$ cat src/rtl/keypad_pkg.sv
// Shared constants, debounce state encoding and the row priority encoder
// used by the keypad scanner and its debounce sub-module.
package keypad_pkg;

    localparam int NUM_COLS = 4;
    localparam int NUM_ROWS = 4;
    localparam int KEY_W    = 8;
    localparam logic [NUM_COLS-1:0] COL_RESET = 4'b1110;

    typedef enum logic [1:0] {
        IDLE  = 2'd0,
        CAND  = 2'd1,
        PRESS = 2'd2,
        REL   = 2'd3
    } deb_state_t;

    // Lowest-numbered active row wins when several keys in a column are closed.
    function automatic logic [1:0] lowest_low(input logic [NUM_ROWS-1:0] low);
        logic [1:0] idx;
        if (low[0])      idx = 2'd0;
        else if (low[1]) idx = 2'd1;
        else if (low[2]) idx = 2'd2;
        else             idx = 2'd3;
        return idx;
    endfunction

endpackage

$ cat src/rtl/keypad_debounce.sv
// Debounce FSM: accepts a key after DEBOUNCE_SCANS identical scans and
// requires DEBOUNCE_SCANS empty scans before the next press can start.
module keypad_debounce
    import keypad_pkg::*;
#(
    parameter int DEBOUNCE_SCANS = 4
) (
    input  logic       clk,
    input  logic       reset,
    input  logic       scan_done,
    input  logic       hit,
    input  logic [3:0] idx,
    output logic       push,
    output logic [3:0] push_idx
);

    localparam int CNT_W = $clog2(DEBOUNCE_SCANS + 1);
    localparam logic [CNT_W-1:0] CNT_MAX = CNT_W'(DEBOUNCE_SCANS);

    deb_state_t       state, state_next;
    logic [CNT_W-1:0] cnt, cnt_next, cnt_inc;
    logic [3:0]       cand_idx, cand_next;

    always_ff @(posedge clk or posedge reset) begin
        if (reset) begin
            state    <= IDLE;
            cnt      <= '0;
            cand_idx <= '0;
        end else begin
            state    <= state_next;
            cnt      <= cnt_next;
            cand_idx <= cand_next;
        end
    end

    assign cnt_inc  = cnt + CNT_W'(1);
    // A push only ever happens on a hit matching the candidate, so the live idx is the key.
    assign push_idx = idx;

    always_comb begin
        state_next = state;
        cnt_next   = cnt;
        cand_next  = cand_idx;
        push       = 1'b0;
        if (scan_done) begin
            unique case (state)
                IDLE: begin
                    if (hit) begin
                        cand_next = idx;
                        if (DEBOUNCE_SCANS == 1) begin
                            push       = 1'b1;
                            state_next = PRESS;
                            cnt_next   = '0;
                        end else begin
                            state_next = CAND;
                            cnt_next   = CNT_W'(1);
                        end
                    end
                end
                CAND: begin
                    if (!hit) begin
                        state_next = IDLE;
                        cnt_next   = '0;
                    end else if (idx != cand_idx) begin
                        cand_next = idx;
                        cnt_next  = CNT_W'(1);
                    end else if (cnt_inc == CNT_MAX) begin
                        push       = 1'b1;
                        state_next = PRESS;
                        cnt_next   = '0;
                    end else begin
                        cnt_next = cnt_inc;
                    end
                end
                PRESS: begin
                    if (!hit) begin
                        if (DEBOUNCE_SCANS == 1) begin
                            state_next = IDLE;
                            cnt_next   = '0;
                        end else begin
                            state_next = REL;
                            cnt_next   = CNT_W'(1);
                        end
                    end
                end
                REL: begin
                    if (hit) begin
                        state_next = PRESS;
                        cnt_next   = '0;
                    end else if (cnt_inc == CNT_MAX) begin
                        state_next = IDLE;
                        cnt_next   = '0;
                    end else begin
                        cnt_next = cnt_inc;
                    end
                end
                default: state_next = IDLE;
            endcase
        end
    end

endmodule

$ cat src/rtl/keypad_scanner.sv
// 4x4 keypad scanner: column sequencer, row synchronizer, scan reduction
// and a one-entry holding register with present/ack/overrun handshake.
module keypad_scanner
    import keypad_pkg::*;
#(
    parameter int SCAN_DIV       = 100000,
    parameter int DEBOUNCE_SCANS = 4
) (
    input  logic                clk,
    input  logic                reset,
    output logic [NUM_COLS-1:0] col,
    input  logic [NUM_ROWS-1:0] row,
    output logic [KEY_W-1:0]    key_code,
    output logic                key_present,
    input  logic                key_read_ack,
    output logic                key_overrun
);

    localparam int DIV_W = $clog2(SCAN_DIV);
    localparam logic [DIV_W-1:0] DWELL_LAST = DIV_W'(SCAN_DIV - 1);

    logic [DIV_W-1:0]    dwell;
    logic [1:0]          col_idx;
    logic [NUM_ROWS-1:0] row_meta, row_sync;
    logic                acc_hit, scan_done, scan_hit;
    logic [3:0]          acc_idx, scan_idx;
    logic                sample, col_hit, prev_hit, merged_hit;
    logic [NUM_ROWS-1:0] row_low;
    logic [3:0]          merged_idx;
    logic                push;
    logic [3:0]          push_idx;

    // Synchronizer idles at all-ones so nothing reads as pressed out of reset.
    always_ff @(posedge clk or posedge reset) begin
        if (reset) begin
            row_meta <= '1;
            row_sync <= '1;
        end else begin
            row_meta <= row;
            row_sync <= row_meta;
        end
    end

    // Columns are visited in index order, so the first hit in a scan is the lowest index.
    always_comb begin
        sample     = (dwell == DWELL_LAST);
        row_low    = ~row_sync;
        col_hit    = |row_low;
        prev_hit   = (col_idx != 2'd0) && acc_hit;
        merged_hit = prev_hit || col_hit;
        merged_idx = prev_hit ? acc_idx : {col_idx, lowest_low(row_low)};
    end

    always_ff @(posedge clk or posedge reset) begin
        if (reset) begin
            dwell     <= '0;
            col_idx   <= '0;
            col       <= COL_RESET;
            acc_hit   <= 1'b0;
            acc_idx   <= '0;
            scan_done <= 1'b0;
            scan_hit  <= 1'b0;
            scan_idx  <= '0;
        end else begin
            scan_done <= sample && (col_idx == 2'd3);
            if (sample) begin
                dwell   <= '0;
                col_idx <= col_idx + 2'd1;
                col     <= {col[NUM_COLS-2:0], col[NUM_COLS-1]};
                acc_hit <= merged_hit;
                acc_idx <= merged_idx;
                if (col_idx == 2'd3) begin
                    scan_hit <= merged_hit;
                    scan_idx <= merged_idx;
                end
            end else begin
                dwell <= dwell + DIV_W'(1);
            end
        end
    end

    keypad_debounce #(
        .DEBOUNCE_SCANS(DEBOUNCE_SCANS)
    ) u_debounce (
        .clk      (clk),
        .reset    (reset),
        .scan_done(scan_done),
        .hit      (scan_hit),
        .idx      (scan_idx),
        .push     (push),
        .push_idx (push_idx)
    );

    // A push coinciding with an ack replaces the unread key instead of overrunning.
    always_ff @(posedge clk or posedge reset) begin
        if (reset) begin
            key_code    <= '0;
            key_present <= 1'b0;
            key_overrun <= 1'b0;
        end else if (push) begin
            if (!key_present || key_read_ack) begin
                key_code    <= {{(KEY_W-4){1'b0}}, push_idx};
                key_present <= 1'b1;
            end else begin
                key_overrun <= 1'b1;
            end
        end else if (key_read_ack && key_present) begin
            key_present <= 1'b0;
            key_overrun <= 1'b0;
        end
    end

endmodule
$ cat config.mk
export PLATFORM = sky130hd
export DESIGN_NAME = keypad_scanner
export DESIGN_NICKNAME = d
export VERILOG_FILES = /design/src/rtl/keypad_pkg.sv /design/src/rtl/keypad_debounce.sv /design/src/rtl/keypad_scanner.sv
export SDC_FILE = /design/constraint.sdc
export NUM_CORES = 1
export LEC_CHECK = 0
export CAP_MARGIN = 20
export CORE_MARGIN = 1
export CORE_UTILIZATION = 57
export DETAILED_ROUTE_END_ITERATION = 7
export PLACE_DENSITY = 0.74
export SYNTH_ARGS = -nofsm -noshare
export SYNTH_HDL_FRONTEND = slang
export SYNTH_SLANG_ARGS = --single-unit
$ cat constraint.sdc
create_clock -name clk -period 2.5 [get_ports clk]
set_input_delay 0.375 -clock clk [delete_from_list [all_inputs] [get_ports clk]]
set_output_delay 0.375 -clock clk [all_outputs]
set_load 0.02 [all_outputs]
==> summary.md <==
| Metric | Value |
|---|---|
| Outcome | complete, no violations |
| Seq/Total Area, Yosys | 54.1% |
| Post-layout worst setup margin | 565 ps |
| Placer's final routability congestion estimate | 0.842 |
| Total track usage | 22.2% |
| Leading cell types in the layout, fill and taps excluded | sky130_fd_sc_hd__dfrtp_1 (46), sky130_fd_sc_hd__nand2_1 (35), sky130_fd_sc_hd__mux2_2 (17) |
| Detailed Routing Iterations Pass 1 | 4 |
| Number of instances in the placed design | 301 |
| Clock transition at the registers of the reported paths | 70 ps |
| Max frequency | 517 MHz |
| Number of nets with antenna violations after detailed routing | 0 |
| Post-Route Setup TNS | 0 ps |
| VDD IR max | 0.507 mV |
| Final hold viol count | 0 |
| Drt drc | 0 |
| Average via count per standard cell | 5.66 |
| Number of enable flip-flop cells after synthesis | 0 |
| Number of nets in the layout | 272 |
| Data required time of the worst path | 2710 ps |
| Count of non-filler cells in the finished layout | 317 |
| Arrival time of data at the critical path endpoint | 2150 ps |
| Synthesized cell area | 2660 um^2 |
| Buffers plus inverters on the worst setup path | 0 |
| Number of hold buffers added after cts | 0 |
| Sw Share | 20.8% |
| Share of async-settable or async-resettable flops after synthesis | 100% |
| Mean instance size in the synthesized netlist | 11.3 um^2 |
| Total of max-cap violations | 0 |
| Vias in the first global route | 1,884 |
| Final number of max-transition violations | 0 |
| Tcrit/Tclk final | 77.4% |
| Standard cell area after detailed placement | 2880 um^2 |
| Number of antenna violations at the first check in global routing | 0 |
| Count of distinct cell types in the synthesized netlist | 51 |
| Initial DRC count | 61 |
| Number of antenna repair diodes | 0 |
| Final count of negative-setup-slack endpoints | 0 |
| Die Footprint | 4940 um^2 |
| Wire length of the first global-routing pass | 8.35 mm |
| Max stage delay on crit path | 380 ps |
| Worst path cell trace | ha_1 -> and4_1 -> nand4_1 -> nor2_1 -> mux2_2 |
| Part of the total power dissipated in sequential elements | 48.3% |
| Worst-case register-to-register setup slack | 560 ps |
| Worst slack, placed | 555 ps |
| Power Total | 1940 uW |
| Setup fix buffers added after clock tree synthesis | 0 |
| Fillcell total | 329 |
| Class of the most critical hold timing path | in -> async |
| Cells after Synth | 236 |
| Cell internal power dissipation | 1540 uW |
| Count of input and output buffers | 16 |
| Part of the total power dissipated in the clock network | 49.7% |
| Area of the core region | 4410 um^2 |
| CTS max path bufs | 2 |
| CTS tree | built |
| Leakage power summed over all cells | 0.00145 uW |
| Power density over the cells | 624 nW/um^2 |
| Total clock buffers created by CTS | 9 |
| Boundary Pins | 21 |
| Slowest stage cell on the critical path | sky130_fd_sc_hd__dfrtp_1 |
| Count of standard-cell rows | 24 |
| Critical path class | reg -> reg |
| Area growth from synthesis to layout | 16.9% |
| CP Max Fanout | 8 |
| Worst Tran Pin Value | 657 ps |
| Root buffer cell | sky130_fd_sc_hd__clkbuf_8 |
| CTS-repair resized insts | 0 |
| Number of flip-flops and latches in the synthesized netlist | 57 |
| Critical path launch point type | flip-flop |
| Total wire length | 4.76 mm |
| Syn. warnings | 0 |
| Type of destination of the critical path | flip-flop |
| Largest net degree at the start of global routing | 54 |
| Average detailed-routed wire length per instance | 15.0 um |
| Area taken by flip-flops and latches | 1440 um^2 |
| Ys flop type | sky130_fd_sc_hd__dfrtp_1 |
| Area of combinational cells with multiple inputs | 1150 um^2 |
| Final Skew | 4.77 ps |
| Htree depth | 3 |
| Family with the most delay on the worst path | simple AND/OR/NAND/NOR gates |
| Global route overflow | 0 |
| Initial core utilization | 60.3% |
| Post-layout instance area | 3110 um^2 |
| Worst skew pair latency | 330 ps |
| Chip width | 70.3 um |
| Sw Pwr | 404 uW |
| Total via count in the routed design | 1,795 |
| Part of the power in combinational logic | 2.0% |
| RSZ-0062 raised after global routing | false |
| Final worst path period need | 1940 ps |
| DIE HEIGHT | 70.3 um |
| Leading cell type in the layout, fill and taps excluded | sky130_fd_sc_hd__dfrtp_1 |
| Remaining max-slew budget at the tightest pin | 56.1% |
| Clk sinks | 57 |
| Detailed-placement wirelength estimate | 3.26 mm |
| Share of final-layout standard cells stronger than drive strength 1 | 21.5% |
## flip-flops by register name (all words and copies together) (netlist names), named ones only
register / flops
u_debounce.cnt: 3
col_idx: 2
dwell: 17
key_overrun: 1
scan_done: 1
col: 4
u_debounce.state: 1
row_sync: 4
acc_idx: 4
u_debounce.cand_idx: 4
acc_hit: 1
key_code: 4
scan_idx: 4
row_meta: 4
scan_hit: 1
key_present: 1
## stage by stage
stage | hold slack [ps] | util [%]
floorplan | 345 | -
global placement | 347 | 65.3
detailed placement | 348 | 65.3
finish | 245 | 70.5
global route | 244 | 70.5
CTS | 238 | 70.5
## metal layers
metal / part of all wire [%] / GRT usage (%) / up-vias
li1: - / - / 867
met3: 4.1 / 6.64 / 6
met4: 1.5 / 10.0 / 0
met2: 48 / 34.5 / 47
met5: 0 / 0 / -
met1: 46 / 28.6 / 875
## cell families after synthesis
family / after synthesis / synth area share (%)
AO/OA/AOI/OAI: 32 / 7.95
XOR/XNOR: 18 / 5.93
adder cells (fa/ha/maj): 5 / 2.35
buffers and inverters: 15 / 2.87
flip-flops: 57 / 54.1
multiplexers: 18 / 7.57
other: 1 / 0.141
AND/OR/NAND/NOR: 90 / 19.1
## path summary, 6_finish.rpt
check	from	end	depth (start not counted)
max in group asynchronous	reset	col[3]	3
min in group clk	row_meta[3]	row_sync[3]	0
worst min-delay path	reset	u_debounce.cnt[2]	2
worst max register to register	dwell[0]	acc_idx[3]	5
worst max-delay path	dwell[0]	acc_idx[3]	5
worst min register to register	row_meta[3]	row_sync[3]	0
## area by class of cell
class,count,area share [%]
Sequential cell,57,46.3
Tap cell,52,2.09
Clock inverter,6,2.94
Inverter,5,0.603
Multi-Input combinational cell,167,37.1
Clock buffer,10,4.42
Timing Repair Buffer,20,6.52
## worst reg2reg max path, delay by kind of cell (launching register included)
kind	cells	cell delay, ps
multiplexers	1	350
AND/OR/NAND/NOR	3	840
adder cells (fa/ha/maj)	1	240
flip-flops	1	380
## power by group through the flow
stage                     combinational (uW)  clock [uW]  sequential (uW)
final                                   39.5         965              937
after global routing                    45.8        1020              936
after CTS                               41.5         985              936
after detailed placement                41.4           0              953
after global placement                  41.2           0              953
after floorplan                         26.5           0              952
## Yosys cell counts, types with 2 or more instances
cell | number | area [um^2]
sky130_fd_sc_hd__a21o_1 | 2 | 15.0
sky130_fd_sc_hd__a21oi_1 | 5 | 25.0
sky130_fd_sc_hd__a31oi_1 | 2 | 12.5
sky130_fd_sc_hd__and2_1 | 3 | 18.8
sky130_fd_sc_hd__and4_1 | 4 | 35.0
sky130_fd_sc_hd__buf_4 | 5 | 37.5
sky130_fd_sc_hd__clkbuf_1 | 4 | 15.0
sky130_fd_sc_hd__dfrtp_1 | 46 | 1150
sky130_fd_sc_hd__dfstp_2 | 11 | 289
sky130_fd_sc_hd__ha_1 | 5 | 62.6
sky130_fd_sc_hd__inv_1 | 5 | 18.8
sky130_fd_sc_hd__mux2_2 | 17 | 191
sky130_fd_sc_hd__nand2_1 | 35 | 131
sky130_fd_sc_hd__nand2b_1 | 2 | 12.5
sky130_fd_sc_hd__nand3_1 | 9 | 45.0
sky130_fd_sc_hd__nand4_1 | 4 | 25.0
sky130_fd_sc_hd__nor2_1 | 10 | 37.5
sky130_fd_sc_hd__nor2b_1 | 6 | 37.5
sky130_fd_sc_hd__o21ai_0 | 10 | 50.1
sky130_fd_sc_hd__o31ai_1 | 4 | 30.0
sky130_fd_sc_hd__xnor2_1 | 11 | 96.3
sky130_fd_sc_hd__xor2_1 | 7 | 61.3
Power figures use the tool's default switching activity.
